$ cat src/rtl/counter_b4_ctrl.sv
// Two-requester round-robin controller that runs an external counter for len+1 cycles per request.
// Optional feature: define COUNTER_B4_CTRL_RCO_STOP_EN to end RUN early on b4_rco (ignored in mode 11).
module counter_b4_ctrl #(
    parameter int DW = 4,
    parameter int LW = 4
) (
    input  logic          b4_clk,
    input  logic          b4_reset_n,
    input  logic          req0,
    input  logic          req1,
    input  logic [1:0]    cmd0_mode,
    input  logic [1:0]    cmd1_mode,
    input  logic [LW-1:0] cmd0_len,
    input  logic [LW-1:0] cmd1_len,
    input  logic [DW-1:0] cmd0_d,
    input  logic [DW-1:0] cmd1_d,
    input  logic          b4_rco,
    output logic          ack0,
    output logic          ack1,
    output logic          b4_enable,
    output logic [1:0]    b4_mode,
    output logic [DW-1:0] b4_D,
    output logic          busy,
    output logic          done,
    output logic          done_id,
    output logic          done_abort,
    output logic [1:0]    dbg_state_o
);

    // Handshake: reqN is a level held with stable cmdN_* until ackN; ackN is a
    // one-cycle pulse in GRANT, and a req dropped before its ack is simply forgotten.
    typedef enum logic [1:0] {IDLE, GRANT, RUN, DONE} state_t;

    state_t        state_q, state_d;
    logic          last_q, last_d;
    logic          owner_q, owner_d;
    logic [1:0]    mode_l_q, mode_l_d;
    logic [LW-1:0] len_l_q, len_l_d;
    logic [DW-1:0] d_l_q, d_l_d;
    logic [LW-1:0] rem_q, rem_d;
    logic          ack0_q, ack0_d;
    logic          ack1_q, ack1_d;
    logic          en_q, en_d;
    logic [1:0]    mode_q, mode_d;
    logic [DW-1:0] dat_q, dat_d;
    logic          busy_q, busy_d;
    logic          done_q, done_d;
    logic          done_id_q, done_id_d;
    logic          abort_q, abort_d;
    logic          rco_stop;
    logic          win;

`ifdef COUNTER_B4_CTRL_RCO_STOP_EN
    assign rco_stop = b4_rco && (mode_l_q != 2'b11);
`else
    logic unused_rco;
    assign unused_rco = b4_rco;
    assign rco_stop   = 1'b0;
`endif

    assign win = (req0 && req1) ? ~last_q : req1;

    always_comb begin
        state_d  = state_q;
        last_d   = last_q;
        owner_d  = owner_q;
        mode_l_d = mode_l_q;
        len_l_d  = len_l_q;
        d_l_d    = d_l_q;
        rem_d    = rem_q;
        abort_d  = 1'b0;
        case (state_q)
            // Arbitration also runs while leaving DONE so a held request is
            // granted straight after completion.
            IDLE, DONE: begin
                if (req0 || req1) begin
                    state_d  = GRANT;
                    last_d   = win;
                    owner_d  = win;
                    mode_l_d = win ? cmd1_mode : cmd0_mode;
                    len_l_d  = win ? cmd1_len  : cmd0_len;
                    d_l_d    = win ? cmd1_d    : cmd0_d;
                end else begin
                    state_d = IDLE;
                end
            end
            GRANT: begin
                rem_d   = len_l_q;
                state_d = RUN;
            end
            RUN: begin
                if (rco_stop) begin
                    state_d = DONE;
                    abort_d = 1'b1;
                end else if (rem_q == '0) begin
                    state_d = DONE;
                end else begin
                    rem_d = rem_q - LW'(1);
                end
            end
            default: state_d = IDLE;
        endcase

        ack0_d    = (state_d == GRANT) && !owner_d;
        ack1_d    = (state_d == GRANT) && owner_d;
        en_d      = (state_d == RUN);
        mode_d    = (state_q == GRANT) ? mode_l_q : mode_q;
        dat_d     = (state_q == GRANT) ? d_l_q : dat_q;
        busy_d    = (state_d != IDLE);
        done_d    = (state_d == DONE);
        done_id_d = done_d && owner_q;
    end

    always_ff @(posedge b4_clk or negedge b4_reset_n) begin
        if (!b4_reset_n) begin
            state_q   <= IDLE;
            last_q    <= 1'b1;
            owner_q   <= 1'b0;
            mode_l_q  <= 2'b00;
            len_l_q   <= '0;
            d_l_q     <= '0;
            rem_q     <= '0;
            ack0_q    <= 1'b0;
            ack1_q    <= 1'b0;
            en_q      <= 1'b0;
            mode_q    <= 2'b00;
            dat_q     <= '0;
            busy_q    <= 1'b0;
            done_q    <= 1'b0;
            done_id_q <= 1'b0;
            abort_q   <= 1'b0;
        end else begin
            state_q   <= state_d;
            last_q    <= last_d;
            owner_q   <= owner_d;
            mode_l_q  <= mode_l_d;
            len_l_q   <= len_l_d;
            d_l_q     <= d_l_d;
            rem_q     <= rem_d;
            ack0_q    <= ack0_d;
            ack1_q    <= ack1_d;
            en_q      <= en_d;
            mode_q    <= mode_d;
            dat_q     <= dat_d;
            busy_q    <= busy_d;
            done_q    <= done_d;
            done_id_q <= done_id_d;
            abort_q   <= abort_d;
        end
    end

    assign ack0        = ack0_q;
    assign ack1        = ack1_q;
    assign b4_enable   = en_q;
    assign b4_mode     = mode_q;
    assign b4_D        = dat_q;
    assign busy        = busy_q;
    assign done        = done_q;
    assign done_id     = done_id_q;
    assign done_abort  = abort_q;
    assign dbg_state_o = state_q;

endmodule

$ cat config.mk
export PLATFORM = sky130hd
export DESIGN_NAME = counter_b4_ctrl
export DESIGN_NICKNAME = d
export VERILOG_FILES = /design/src/rtl/counter_b4_ctrl.sv
export SDC_FILE = /design/constraint.sdc
export NUM_CORES = 1
export LEC_CHECK = 0
export ABC_AREA = 1
export CELL_PAD_IN_SITES_DETAIL_PLACEMENT = 1
export CELL_PAD_IN_SITES_GLOBAL_PLACEMENT = 1
export CORE_ASPECT_RATIO = 1.1
export CORE_MARGIN = 1
export CORE_UTILIZATION = 37
export DETAILED_ROUTE_END_ITERATION = 12
export PLACE_DENSITY_LB_ADDON = 0.25
export SLEW_MARGIN = 20
export SYNTH_ARGS = -nofsm -noshare
export SYNTH_HDL_FRONTEND = slang
export SYNTH_SLANG_ARGS = --single-unit
$ cat constraint.sdc
create_clock -name b4_clk -period 3.84 [get_ports b4_clk]
set_input_delay 0.768 -clock b4_clk [delete_from_list [all_inputs] [get_ports b4_clk]]
set_output_delay 0.768 -clock b4_clk [all_outputs]
set_load 0.005 [all_outputs]
# ---- Word level (Yosys, flattened, before mapping)
# Cells that the tools add are included.
dict set report word_totals {
  out_inout_bits 15
  regBits 30
  input_bits 25
  word_cells 48
}
dict set report op_classes {
  eq_ne 7
  reduce_logical 13
  n_bitwise 1
  n_addsub 1
  n_mux 11
}
# operator n
set ops {}
lappend ops {{2-to-1 mux 4 bit} 3}
lappend ops {{== test 2 bit, second input constant} 4}
lappend ops {{one-hot mux 4 bit (2 select lines)} 1}
lappend ops {{one-hot mux 2 bit (3 select lines)} 1}
lappend ops {{== test 2 x 1 -> 1 bit, second input constant} 2}
lappend ops {{logical AND 1 bit} 4}
lappend ops {{logical NOT 4 bit} 1}
lappend ops {{2-to-1 mux 1 bit} 4}
lappend ops {{2-to-1 mux 2 bit} 2}
lappend ops {{AND reduction 2 bit} 2}
lappend ops {{nonzero test 2 bit} 2}
lappend ops {{subtractor 4 x 1 -> 4 bit, second input constant} 1}
lappend ops {{logical NOT 2 bit} 1}
lappend ops {{inequality test 2 bit, second input constant} 1}
lappend ops {{OR reduction 2 bit} 1}
lappend ops {{logical NOT 1 bit} 1}
lappend ops {{logical OR 1 bit} 1}
lappend ops {{NOT 1 bit} 1}

# ---- Logic depth before layout (Yosys ltp)
# Gate-level depths: netlist of run 1.
dict set report depth {
  ltp_word 6
  depth_mapped 8
  depth_no_buf 7
}

# ---- Least setup slack after synthesis of run 1
# Ideal clock, no wire load.
dict set report synth_path {
  kind {input-to-reg}
  start {input port req0}
  end {register d_l_q[3]}
  cell_stages 5
  setup_time_ps 119
  setup_slack_ps 2448
  arrival_ps 1273
  path_cell_list {nor2_1 -> nor2_4 -> buf_8 -> o21ai_2 -> o21ai_2}
}
dict set report synth_via {
  elab_chain_cells 3
  word_cells_on_any_way 5
  cone_classes {2 x mux; 3 x reduce/logical}
}
# item line_no
set synth_rtl {}
lappend synth_rtl {{from (decl)} 9} ;# input logic req0,
lappend synth_rtl {{logical AND 1 bit} 61} ;# assign win = (req0 && req1) ? ~last_q : req1;
lappend synth_rtl {{2-to-1 mux 1 bit} 61}
lappend synth_rtl {{2-to-1 mux 4 bit} 82} ;# d_l_d = win ? cmd1_d : cmd0_d;
lappend synth_rtl {{to (signal assigned)} 138} ;# d_l_q <= d_l_d;
lappend synth_rtl {{to (decl)} 39} ;# logic [DW-1:0] d_l_q, d_l_d;
# Parallel ways exist; a longest one is shown, timed or not.
# A chain may end at the register's enable or synchronous reset.

# ---- Worst setup path in the final report of run 1
dict set report layout_path {
  start {input port req0}
  end {register owner_q}
}
dict set report layout_via {
  elab_chain_cells 4
  word_cells_on_any_way 5
  cone_classes {3 x mux; 2 x reduce/logical}
}
# item line_no
set layout_rtl {}
lappend layout_rtl {{logical AND 1 bit} 61}
lappend layout_rtl {{2-to-1 mux 1 bit} 61}
lappend layout_rtl {{2-to-1 mux 1 bit *} 76} ;# if (req0 || req1) begin
lappend layout_rtl {{2-to-1 mux 1 bit *} 72} ;# case (state_q)
lappend layout_rtl {{net owner_d} 36} ;# logic owner_q, owner_d;
lappend layout_rtl {{to (signal assigned)} 135} ;# owner_q <= owner_d;
lappend layout_rtl {{to (decl)} 36}
# Mark *: on every way through the listed nets, which the timed path passes. The rest lies on a longest branch.

==> results of run 1 <==
-- routing by layer --
| metal | vias up | part of all wire, % | global-route usage (%) |
|---|---|---|---|
| met1 | 570 | 37 | 18.50 |
| li1 | 542 | - | - |
| met5 | - | 0 | 0 |
| met4 | 0 | 1.9 | 8.523 |
| met2 | 17 | 58 | 36.40 |
| met3 | 7 | 3.7 | 6.602 |
-- synthesized netlist by cell type (all sizes together) --
cell type	instances
a21oi	3
conb	1
nand3	3
nor2	22
dfrtp	29
or2	1
inv	16
mux2	3
xor2	1
dfstp	1
nand2	34
buf	5
ha	3
o21ai	26
clkbuf	1
-- kinds of logic after synthesis --
family | count (synthesis)
and+or+nand+nor | 60
adders and majority gates | 3
other | 1
muxes | 3
buffers and inverters | 22
xor gates and xnor gates | 1
DFF | 30
AOI/OAI and AO/OA | 29
-- worst paths after layout --
check / start / cells past startpoint / endpoint / slack [ns]
min in group asynchronous: b4_reset_n / 2 / b4_enable / 0.87
min: last_q / 2 / last_q / 0.47
min reg2reg: last_q / 2 / last_q / 0.47
max reg2reg: dbg_state_o[0] / 7 / d_l_q[2] / 2.02
max: req0 / 6 / owner_q / 1.60
max in group asynchronous: b4_reset_n / 2 / last_q / 2.65
-- worst max-delay path, delay by kind of cell --
kind / cells / cell delay (ns)
buf+inv: 2 / 0.86
simple gates: 3 / 0.68
compound gates: 1 / 0.09
-- power breakdown --
part           total [uW]  internal, uW  switching [uW]
registers             569           481            88.3
logic                 797           361             436
clock network         261           144             117
total                1630           986             642
-- metrics by stage --
step           area (sq um)  setup WS, ns  total power (uW)  util, %  std cells
3_5_place_dp           1794         1.241              1387    49.09        231
5_1_grt                1886         1.487              1782    51.59        239
4_1_cts                1886         1.548              1664    51.59        239
6_report               1886         1.596              1628    51.59        239
2_1_floorplan          1411         2.448              1128        -        149
3_3_place_gp           1794         1.256              1340    49.09        231
-- flip-flops by register name, indices dropped and copies added, names as in the netlist, 2 cells and up --
register and count:
len_l_q 4, b4_D 4, mode_l_q 2, d_l_q 4
rem_q 4, b4_mode 2, dbg_state_o 2
-- cell type report --
cell class / instances / area [sq um]
Fill cell: 453 / 1769
Sequential cell: 30 / 752.0
Multi-Input combinational cell: 97 / 541.8
Timing Repair Buffer: 38 / 377.9
Clock buffer: 7 / 86.33
Tap cell: 50 / 62.56
Inverter: 16 / 60.06
Clock inverter: 1 / 5.005
==> out/qor.csv, run 1 <==
stage,metric,value,unit
run_status,status,"complete, no violations",
critical_path,crit_chain,clkdlybuf4s50_1 -> nand2_1 -> nand2_1 -> inv_1 -> nand2_1 -> o21ai_0,
place,routabilityCongestion,0.7446,
floorplan,dieWidth,60.89,um
yosys,yosys-top-cells-area,"dfrtp_1, o21ai_2, nand2_1",
critical_path,worst_setup_path_start_kind,primary input,
critical_path,critPathCaptureType,register,
floorplan,design.die.area,0.004066,sq mm
critical_path,cp_slowest_stage_delay,0.49,ns
cells_and_area,diodes,0,
route,detail_route.drc_violations,0,
route,route.detailed.vias_per_inst,4.753,
critical_path,path_max_fanout,12,
global_routing,grt_antenna_before_repair,0,
critical_path,timing.setup.critical_path_class,in2reg,
sta,clock.fmax,0.4456,GHz
route,vias,1136,
flow_run,max-cap-violations,0,
sta,clock_skew,0.002969,ns
pwr,powerDensity,863.5,mW/mm^2
clock_tree,clkSlewWorstSetupHoldPaths,0.06,ns
cells_and_area,most-common-layout-cells,"clkdlybuf4s50_1, nand2_1, dfrtp_1, nor2_1, o21ai_2",
critical_path,crit_slowest_cell,clkdlybuf4s50_1,
floorplan,io_pins,40,
sta,finalHoldWorstSlack,0.4686,ns
route,detail_route.first_pass.iterations,2,
clock_tree,cts_inserted_buffers,5,
sta,fin_crit_sh,58.44,%
hold_path,timing.hold.worst.class,reg2reg,
clock_tree,cts_buffer_depth,2,
floorplan,coreArea,0.003655,sq mm
floorplan,rows,23,
place,portBuffers,37,
yosys,synthDominantAreaCellType,dfrtp_1,
sta,grt_setup_unrepaired,false,
yosys,netlist-cell-type-count,23,
sta,slew_headroom,61.95,%
pwr,leakage,0.0008755,uW
route,total_wire_length,3.237,mm
cells_and_area,nNetsFinal,216,
sta,hold_violations,0,
clock_tree,post_cts_buffers,0,
yosys,syn-mean-instance-area,9.472,sq um
clock_tree,clock_tree_from_tritoncts,built,
critical_path,cp.arrival,2.40,ns
yosys,synth_seq_area_share,53.28,%
critical_path,critical-path-top-cell-by-count,nand2_1,
yosys,synth.yosys.warnings,0,
cells_and_area,final_layout_size_suffix_gt1_share,19.05,%
place,dpl.hpwl,2.369,mm
floorplan,die_h,66.78,um
cells_and_area,final_common_cell,clkdlybuf4s50_1,
clock_tree,cts_root_buf,clkbuf_8,
critical_path,worst-endpoint-required,4.00,ns
yosys,synthXorXnorAreaFrac,0.6206,%
global_routing,first_pass_grt_wire_length,5.464,mm
yosys,synth_fa_ha_area_share,2.660,%
route,drt-initial-drc-count,36,
yosys,synthSimpleGateAreaFrac,17.11,%
clock_tree,ctsResizeCount,0,
route,detail-route-antenna-nets,0,
clock_tree,ctsHtreeMaxLevel,2,
clock_tree,clock-sinks,30,
yosys,syn-num-nets,177,
yosys,ys_seq_elements,30,
pwr,power.ir.vdd_worst,0.3207,mV
floorplan,initial_utilization,38.62,%
global_routing,grt_pass1_vias,1238,
yosys,synth.mux.area_fraction,2.394,%
yosys,synthDominantCellAreaShare,51.42,%
yosys,synth_top_family_by_area,simple AND/OR/NAND/NOR gates,
cells_and_area,syn_to_final_growth,33.60,%
yosys,synth.cell_area,0.001411,sq mm
global_routing,largest_net_degree_at_the_start_of_global_routing,31,
clock_tree,later_pin_clock_latency_in_the_skew_report,0.28,ns
route,wl_per_cell,13.54,um
sta,final_setup_violation_count,0,
sta,setup_tns,0,ns
global_routing,globalRouteTotalUtil,19.40,%
sta,worst_pin_slew,0.5694,ns
sta,min_period,2.244,ns
yosys,synth_cells,149,
sta,maxSlewViolCount,0,
clock_tree,holdBufCountCts,0,
yosys,synth_compound_area_share,15.34,%
global_routing,overflow,0,
(Power assumes the default switching activity.)
==> run 2, diff against run 1 <==
--- a/config.mk
+++ b/config.mk
@@ -10,7 +10,7 @@
 export CELL_PAD_IN_SITES_GLOBAL_PLACEMENT = 1
 export CORE_ASPECT_RATIO = 1.1
 export CORE_MARGIN = 1
-export CORE_UTILIZATION = 37
+export CORE_UTILIZATION = 35
 export DETAILED_ROUTE_END_ITERATION = 12
 export PLACE_DENSITY_LB_ADDON = 0.25
 export SLEW_MARGIN = 20
==> constraint.sdc (replaced) <==
create_clock -name b4_clk -period 2.3 [get_ports b4_clk]
set_input_delay 0.46 -clock b4_clk [delete_from_list [all_inputs] [get_ports b4_clk]]
set_output_delay 0.46 -clock b4_clk [all_outputs]
set_load 0.005 [all_outputs]
==> run 2 against run 1 <==
Compared with the run above: clock skew rose by 0.00087 ns; first-iteration DRC count is 53% lower; via count grew 0.79%; critical endpoint is now len_l_q[3]; sequential power up 66%; wire length grew 4.1%; final cell count stayed put; sequential share of layout area up 0.16 points; non-clock buffer count rose by 1; clock-buffer cell count unchanged.
==> out/qor.csv, run 2 (same netlist as run 1, synthesis figures left out) <==
stage,metric,value,unit,change
clock_tree,later_pin_clock_latency_in_the_skew_report,0.28,ns,about the same
clock_tree,clock_tree_from_tritoncts,built,,unchanged
pwr,p_comb_share,50.2,%,was 49.0%
flow_run,max-cap-violations,0,,unchanged
pwr,power.total,2687,uW,was 1628 uW
cells_and_area,most-common-layout-cells,"clkdlybuf4s50_1, nand2_1, dfrtp_1, nor2_1, o21ai_2",,unchanged
sta,clock.fmax,0.5608,GHz,
pwr,total_switching_power,1068,uW,was 641.9 uW
clock_tree,clock-sinks,30,,unchanged
sta,setup_ws,0.5167,ns,was 1.596 ns
route,vias,1145,,was 1136
pwr,switching_share,39.76,%,was 39.43%
clock_tree,cts_inserted_buffers,5,,unchanged
route,wl_per_cell,14.10,um,was 13.54 um
cells_and_area,final_util,50.20,%,was 51.59%
critical_path,cp.arrival,1.95,ns,was 2.40 ns
cells_and_area,final_area,0.001878,sq mm,was 0.001886 sq mm
place,routabilityCongestion,0.7685,,was 0.7446
floorplan,coreArea,0.003741,sq mm,was 0.003655 sq mm
sta,final_setup_violation_count,0,,unchanged
floorplan,rows,23,,unchanged
critical_path,worst-endpoint-required,2.46,ns,was 4.00 ns
hold_path,worstHoldPathCells,2,,unchanged
global_routing,overflow,0,,unchanged
route,route.detailed.vias_per_inst,4.791,,was 4.753
pwr,clockPowerShare,14.7,%,was 16.1%
pwr,leakage,0.0008702,uW,was 0.0008755 uW
clock_tree,post_cts_buffers,0,,unchanged
clock_tree,clkSlewWorstSetupHoldPaths,0.06,ns,about the same
sta,hold_violations,0,,unchanged
critical_path,worstRegToRegCells,7,,unchanged
route,detail_route.drc_violations,0,,unchanged
global_routing,first_pass_grt_wire_length,5.671,mm,was 5.464 mm
hold_path,hold_start,d_l_q[3],,was last_q
cells_and_area,diodes,0,,unchanged
cells_and_area,syn_to_final_growth,33.07,%,was 33.60%
sta,clock_skew,0.003843,ns,was 0.002969 ns
global_routing,largest_net_degree_at_the_start_of_global_routing,31,,unchanged
sta,maxSlewViolCount,0,,unchanged
pwr,internal-power,1618,uW,was 986.3 uW
pwr,p_seq_share,35.1,%,was 35.0%
critical_path,critPathCaptureType,register,,unchanged
floorplan,die_h,68.60,um,was 66.78 um
critical_path,path_max_fanout,13,,was 12
place,placement.cell_area,0.001802,sq mm,was 0.001794 sq mm
route,total_wire_length,3.371,mm,was 3.237 mm
sta,min_period,1.783,ns,
sta,fin_crit_sh,77.53,%,
clock_tree,cts_root_buf,clkbuf_8,,unchanged
route,detail_route.first_pass.iterations,6,,was 2
clock_tree,ctsResizeCount,0,,unchanged
sta,setup_tns,0,ns,unchanged
clock_tree,cts_buffer_depth,2,,unchanged
clock_tree,ctsHtreeMaxLevel,2,,unchanged
pwr,power.ir.vdd_worst,0.6138,mV,was 0.3207 mV
critical_path,ff2ff_setup_slack,0.52,ns,was 2.02 ns
sta,grt_setup_unrepaired,false,,unchanged
place,place_ws,0.4002,ns,was 1.241 ns
global_routing,grt_antenna_before_repair,0,,unchanged
floorplan,initial_utilization,37.73,%,was 38.62%
route,drt-initial-drc-count,17,,was 36
run_status,status,"complete, no violations",,unchanged
place,dpl.hpwl,2.524,mm,was 2.369 mm
floorplan,dieWidth,62.55,um,was 60.89 um
floorplan,io_pins,40,,unchanged
global_routing,globalRouteTotalUtil,18.02,%,was 19.40%
place,portBuffers,37,,unchanged
pwr,powerDensity,1431,mW/mm^2,was 863.5 mW/mm^2
cells_and_area,nNetsFinal,217,,was 216
cells_and_area,final_layout_size_suffix_gt1_share,18.52,%,was 19.05%
critical_path,r2r-start,dbg_state_o[0],,unchanged
cells_and_area,final_common_cell,clkdlybuf4s50_1,,unchanged
critical_path,timing.setup.critical_path_class,reg2reg,,was in2reg
global_routing,grt_pass1_vias,1235,,was 1238
floorplan,design.die.area,0.004291,sq mm,was 0.004066 sq mm
route,detail-route-antenna-nets,0,,unchanged
critical_path,worst_setup_path_start_kind,register,,was primary input
clock_tree,holdBufCountCts,0,,unchanged
hold_path,timing.hold.worst.class,reg2reg,,unchanged
hold_path,min_to,d_l_q[3],,was last_q
critical_path,crit-reg2reg-capture,len_l_q[3],,was d_l_q[2]
[run 2: cell types whose count changed in the layout (fill, tap and decap cells not counted), sizes merged]
cell,before,now
buf,1,2
clkinv,1,0
[run 2: final cells by class]
cell class | count | area [sq um]
clock buffers | 7 | 76.32
fillers | 432 | 1863
inverters | 16 | 60.06
multi-input cells | 97 | 541.8
flip-flops and latches | 30 | 752.0
well taps | 50 | 62.56
repair buffers | 39 | 385.4
[run 2: power groups by stage]
| stage | sequential [uW] | combinational [uW] | clock (uW) |
|---|---|---|---|
| CTS | 948 | 1390 | 401 |
| global route | 975 | 1530 | 429 |
| global placement | 934 | 1300 | 0 |
| floorplan | 931 | 953 | 0 |
| finish | 943 | 1350 | 394 |
| detailed placement | 954 | 1380 | 0 |
[run 2: per-stage QoR]
stage | cells | hold slack [ns]
floorplan | 149 | 0.1644
global placement | 232 | 0.4530
detailed placement | 232 | 0.4588
CTS | 239 | 0.4853
global route | 239 | 0.5080
finish | 239 | 0.4833
[run 2: worst max-delay path: stages, from the launching register on]
cell and delay, ns:
dfrtp_1 0.38, inv_1 0.08, ha_1 0.37, inv_2 0.08, nor2_4 0.36, inv_2 0.21
nand2_1 0.12, o21ai_2 0.06
[run 2: worst max path at each step]
| stage | slack [ns] | startpoint | to |
|---|---|---|---|
| floorplan | 0.93 | dbg_state_o[0] | d_l_q[3] |
| global route | 0.36 | dbg_state_o[0] | mode_l_q[0] |
| finish | 0.52 | dbg_state_o[0] | len_l_q[3] |
| global placement | 0.42 | req0 | len_l_q[3] |
| detailed placement | 0.40 | req1 | len_l_q[3] |
| CTS | 0.47 | dbg_state_o[0] | len_l_q[3] |
[run 2: metal layers]
metal / global-route usage, % / vias to the layer above / part of all wire [%]
met3: 4.605 / 6 / 3.8
met1: 16.84 / 576 / 37
met5: 0 / - / 0
li1: - / 540 / -
met4: 8.721 / 0 / 1.8
met2: 36.96 / 23 / 57
==> run 3, diff against run 2 <==
==> constraint.sdc (replaced) <==
create_clock -name b4_clk -period 1.75 [get_ports b4_clk]
set_input_delay 0.35 -clock b4_clk [delete_from_list [all_inputs] [get_ports b4_clk]]
set_output_delay 0.35 -clock b4_clk [all_outputs]
set_load 0.005 [all_outputs]
==> run 3 against run 2 <==
Compared with the run above: first-iteration DRC count up 82%; via count down 1.5%; cell area up 1.9%; sequential power up 31%; hold slack worse by 0.15 ns; utilization up 0.97 points; clock skew up 0.0033 ns; clock power up 41%; register-to-register slack worse by 0.36 ns; final cell count up 1.7%; global-route usage about the same; worst setup slack worse by 0.36 ns; largest cell class unchanged; largest power group unchanged.
==> out/qor.csv, run 3 (same netlist as run 1, synthesis figures left out) <==
stage,metric,value,unit,change
run_status,status,"complete, no violations",,unchanged
route,route.detailed.vias_per_inst,4.642,,was 4.791
clock_tree,holdBufCountCts,0,,unchanged
clock_tree,later_pin_clock_latency_in_the_skew_report,0.28,ns,about the same
clock_tree,cts_root_buf,clkbuf_8,,unchanged
global_routing,grt_pass1_vias,1267,,was 1235
cells_and_area,most-common-layout-cells,"clkdlybuf4s50_1, nand2_1, dfrtp_1, nor2_1, o21ai_2",,unchanged
route,wl_per_cell,13.57,um,was 14.10 um
cells_and_area,syn_to_final_growth,35.64,%,was 33.07%
clock_tree,clkSlewWorstSetupHoldPaths,0.06,ns,about the same
place,routabilityCongestion,0.7707,,was 0.7685
critical_path,r2r-start,dbg_state_o[0],,unchanged
floorplan,design.die.area,0.004291,sq mm,unchanged
cells_and_area,final_layout_size_suffix_gt1_share,20.21,%,was 18.52%
sta,fin_crit_sh,90.85,%,was 77.53%
place,place_ws,0.1389,ns,was 0.4002 ns
floorplan,io_pins,40,,unchanged
pwr,power.ir.vdd_worst,0.7884,mV,was 0.6138 mV
critical_path,worstRegToRegCells,7,,unchanged
floorplan,initial_utilization,37.73,%,unchanged
route,wl_met3,130,um,was 127 um
critical_path,worst_setup_path_start_kind,register,,unchanged
critical_path,crit-reg2reg-capture,d_l_q[3],,was len_l_q[3]
place,portBuffers,37,,unchanged
route,detail-route-antenna-nets,0,,unchanged
cells_and_area,final_common_cell,clkdlybuf4s50_1,,unchanged
global_routing,grt_antenna_before_repair,0,,unchanged
floorplan,rows,23,,unchanged
floorplan,dieWidth,62.55,um,unchanged
flow_run,max-cap-violations,0,,unchanged
sta,min_period,1.590,ns,was 1.783 ns
clock_tree,post_cts_buffers,0,,unchanged
clock_tree,cts_inserted_buffers,5,,unchanged
sta,hold_violations,0,,unchanged
clock_tree,ctsHtreeMaxLevel,2,,unchanged
global_routing,globalRouteTotalUtil,18.02,%,about the same
sta,grt_setup_unrepaired,false,,unchanged
global_routing,first_pass_grt_wire_length,5.754,mm,was 5.671 mm
hold_path,timing.hold.worst.class,in2async,,was reg2reg
floorplan,die_h,68.60,um,unchanged
sta,finalHoldWorstSlack,0.3345,ns,was 0.4833 ns
sta,maxSlewViolCount,0,,unchanged
route,top_signal_layer_used,met4,,unchanged
global_routing,overflow,0,,unchanged
clock_tree,clock_tree_from_tritoncts,built,,unchanged
clock_tree,ctsResizeCount,0,,unchanged
clock_tree,clock-sinks,30,,unchanged
pwr,powerDensity,1881,mW/mm^2,was 1431 mW/mm^2
cells_and_area,number_of_fillers_in_the_final_layout,453,,was 432
sta,clock.fmax,0.6290,GHz,was 0.5608 GHz
route,detail_route.first_pass.iterations,4,,was 6
route,total_wire_length,3.298,mm,was 3.371 mm
floorplan,coreArea,0.003741,sq mm,unchanged
route,drt-initial-drc-count,31,,was 17
cells_and_area,final_area,0.001914,sq mm,was 0.001878 sq mm
critical_path,critPathCaptureType,register,,unchanged
place,placement.cell_area,0.001824,sq mm,was 0.001802 sq mm
global_routing,largest_net_degree_at_the_start_of_global_routing,16,,was 31
route,routed_length_on_met2,1.845,mm,was 1.927 mm
place,dpl.hpwl,2.586,mm,was 2.524 mm
sta,clock_skew,0.007133,ns,was 0.003843 ns
cells_and_area,nNetsFinal,220,,was 217
critical_path,path_max_fanout,7,,was 13
pwr,leakage,0.0008924,uW,was 0.0008702 uW
route,detail_route.drc_violations,0,,unchanged
route,vias,1128,,was 1145
critical_path,timing.setup.critical_path_class,reg2reg,,unchanged
sta,final_setup_violation_count,0,,unchanged
cells_and_area,diodes,0,,unchanged
route,met1_length,1.269,mm,was 1.254 mm
clock_tree,cts_buffer_depth,2,,unchanged
critical_path,ff2ff_setup_slack,0.16,ns,was 0.52 ns
sta,setup_ws,0.1602,ns,was 0.5167 ns
critical_path,cp.arrival,1.79,ns,was 1.95 ns
critical_path,worst-endpoint-required,1.95,ns,was 2.46 ns
sta,setup_tns,0,ns,unchanged
run 3: changes by cell type in the layout (fill, tap and decap cells not counted):
cell	before	now
buf_4	2	5
clkbuf_8	5	6
run 3: routing by layer:
layer | track usage [%] | vias up
met4 | 7.849 | 0
met2 | 35.05 | 19
met5 | 0 | -
li1 | - | 550
met1 | 18.69 | 553
met3 | 4.441 | 6
run 3: power by group:
group	leakage [uW]	switching [uW]	total, uW	internal [uW]
logic	0.000485	970	1800	834
clock network	0.0000455	236	556	320
registers	0.000362	185	1240	1060
run 3: worst max path at each step:
| stage | start | endpoint | slack (ns) | cells after the start |
|---|---|---|---|---|
| 2_1_floorplan | dbg_state_o[0] | d_l_q[3] | 0.38 | 8 |
| 3_3_place_gp | req1 | owner_q | 0.15 | 5 |
| 3_5_place_dp | req0 | d_l_q[3] | 0.14 | 6 |
| 4_1_cts | dbg_state_o[0] | d_l_q[3] | 0.13 | 7 |
| 5_1_grt | dbg_state_o[0] | len_l_q[3] | 0.02 | 7 |
| 6_report | dbg_state_o[0] | d_l_q[3] | 0.16 | 7 |
run 3: per-stage QoR:
stage	total power, uW	instances	utilization, %
3_3_place_gp	2980	235	48.76
2_1_floorplan	2476	149	-
5_1_grt	3958	243	51.17
6_report	3601	243	51.17
3_5_place_dp	3087	235	48.76
4_1_cts	3666	243	51.17
run 3: critical path, stage by stage, from the launching register on:
cell and delay, ns:
dfrtp_1 0.37, inv_1 0.08, ha_1 0.37, inv_2 0.08, nor2_4 0.22, buf_4 0.21, o21ai_2 0.07, o21ai_2 0.11
run 3: layout make-up:
type / count / area, sq um / share of cell area (%)
repair buffers: 42 / 407.9 / 21.31
flip-flops and latches: 30 / 752.0 / 39.28
well taps: 50 / 62.56 / 3.268
multi-input cells: 97 / 541.8 / 28.30
inverters: 16 / 60.06 / 3.137
clock buffers: 8 / 90.09 / 4.706
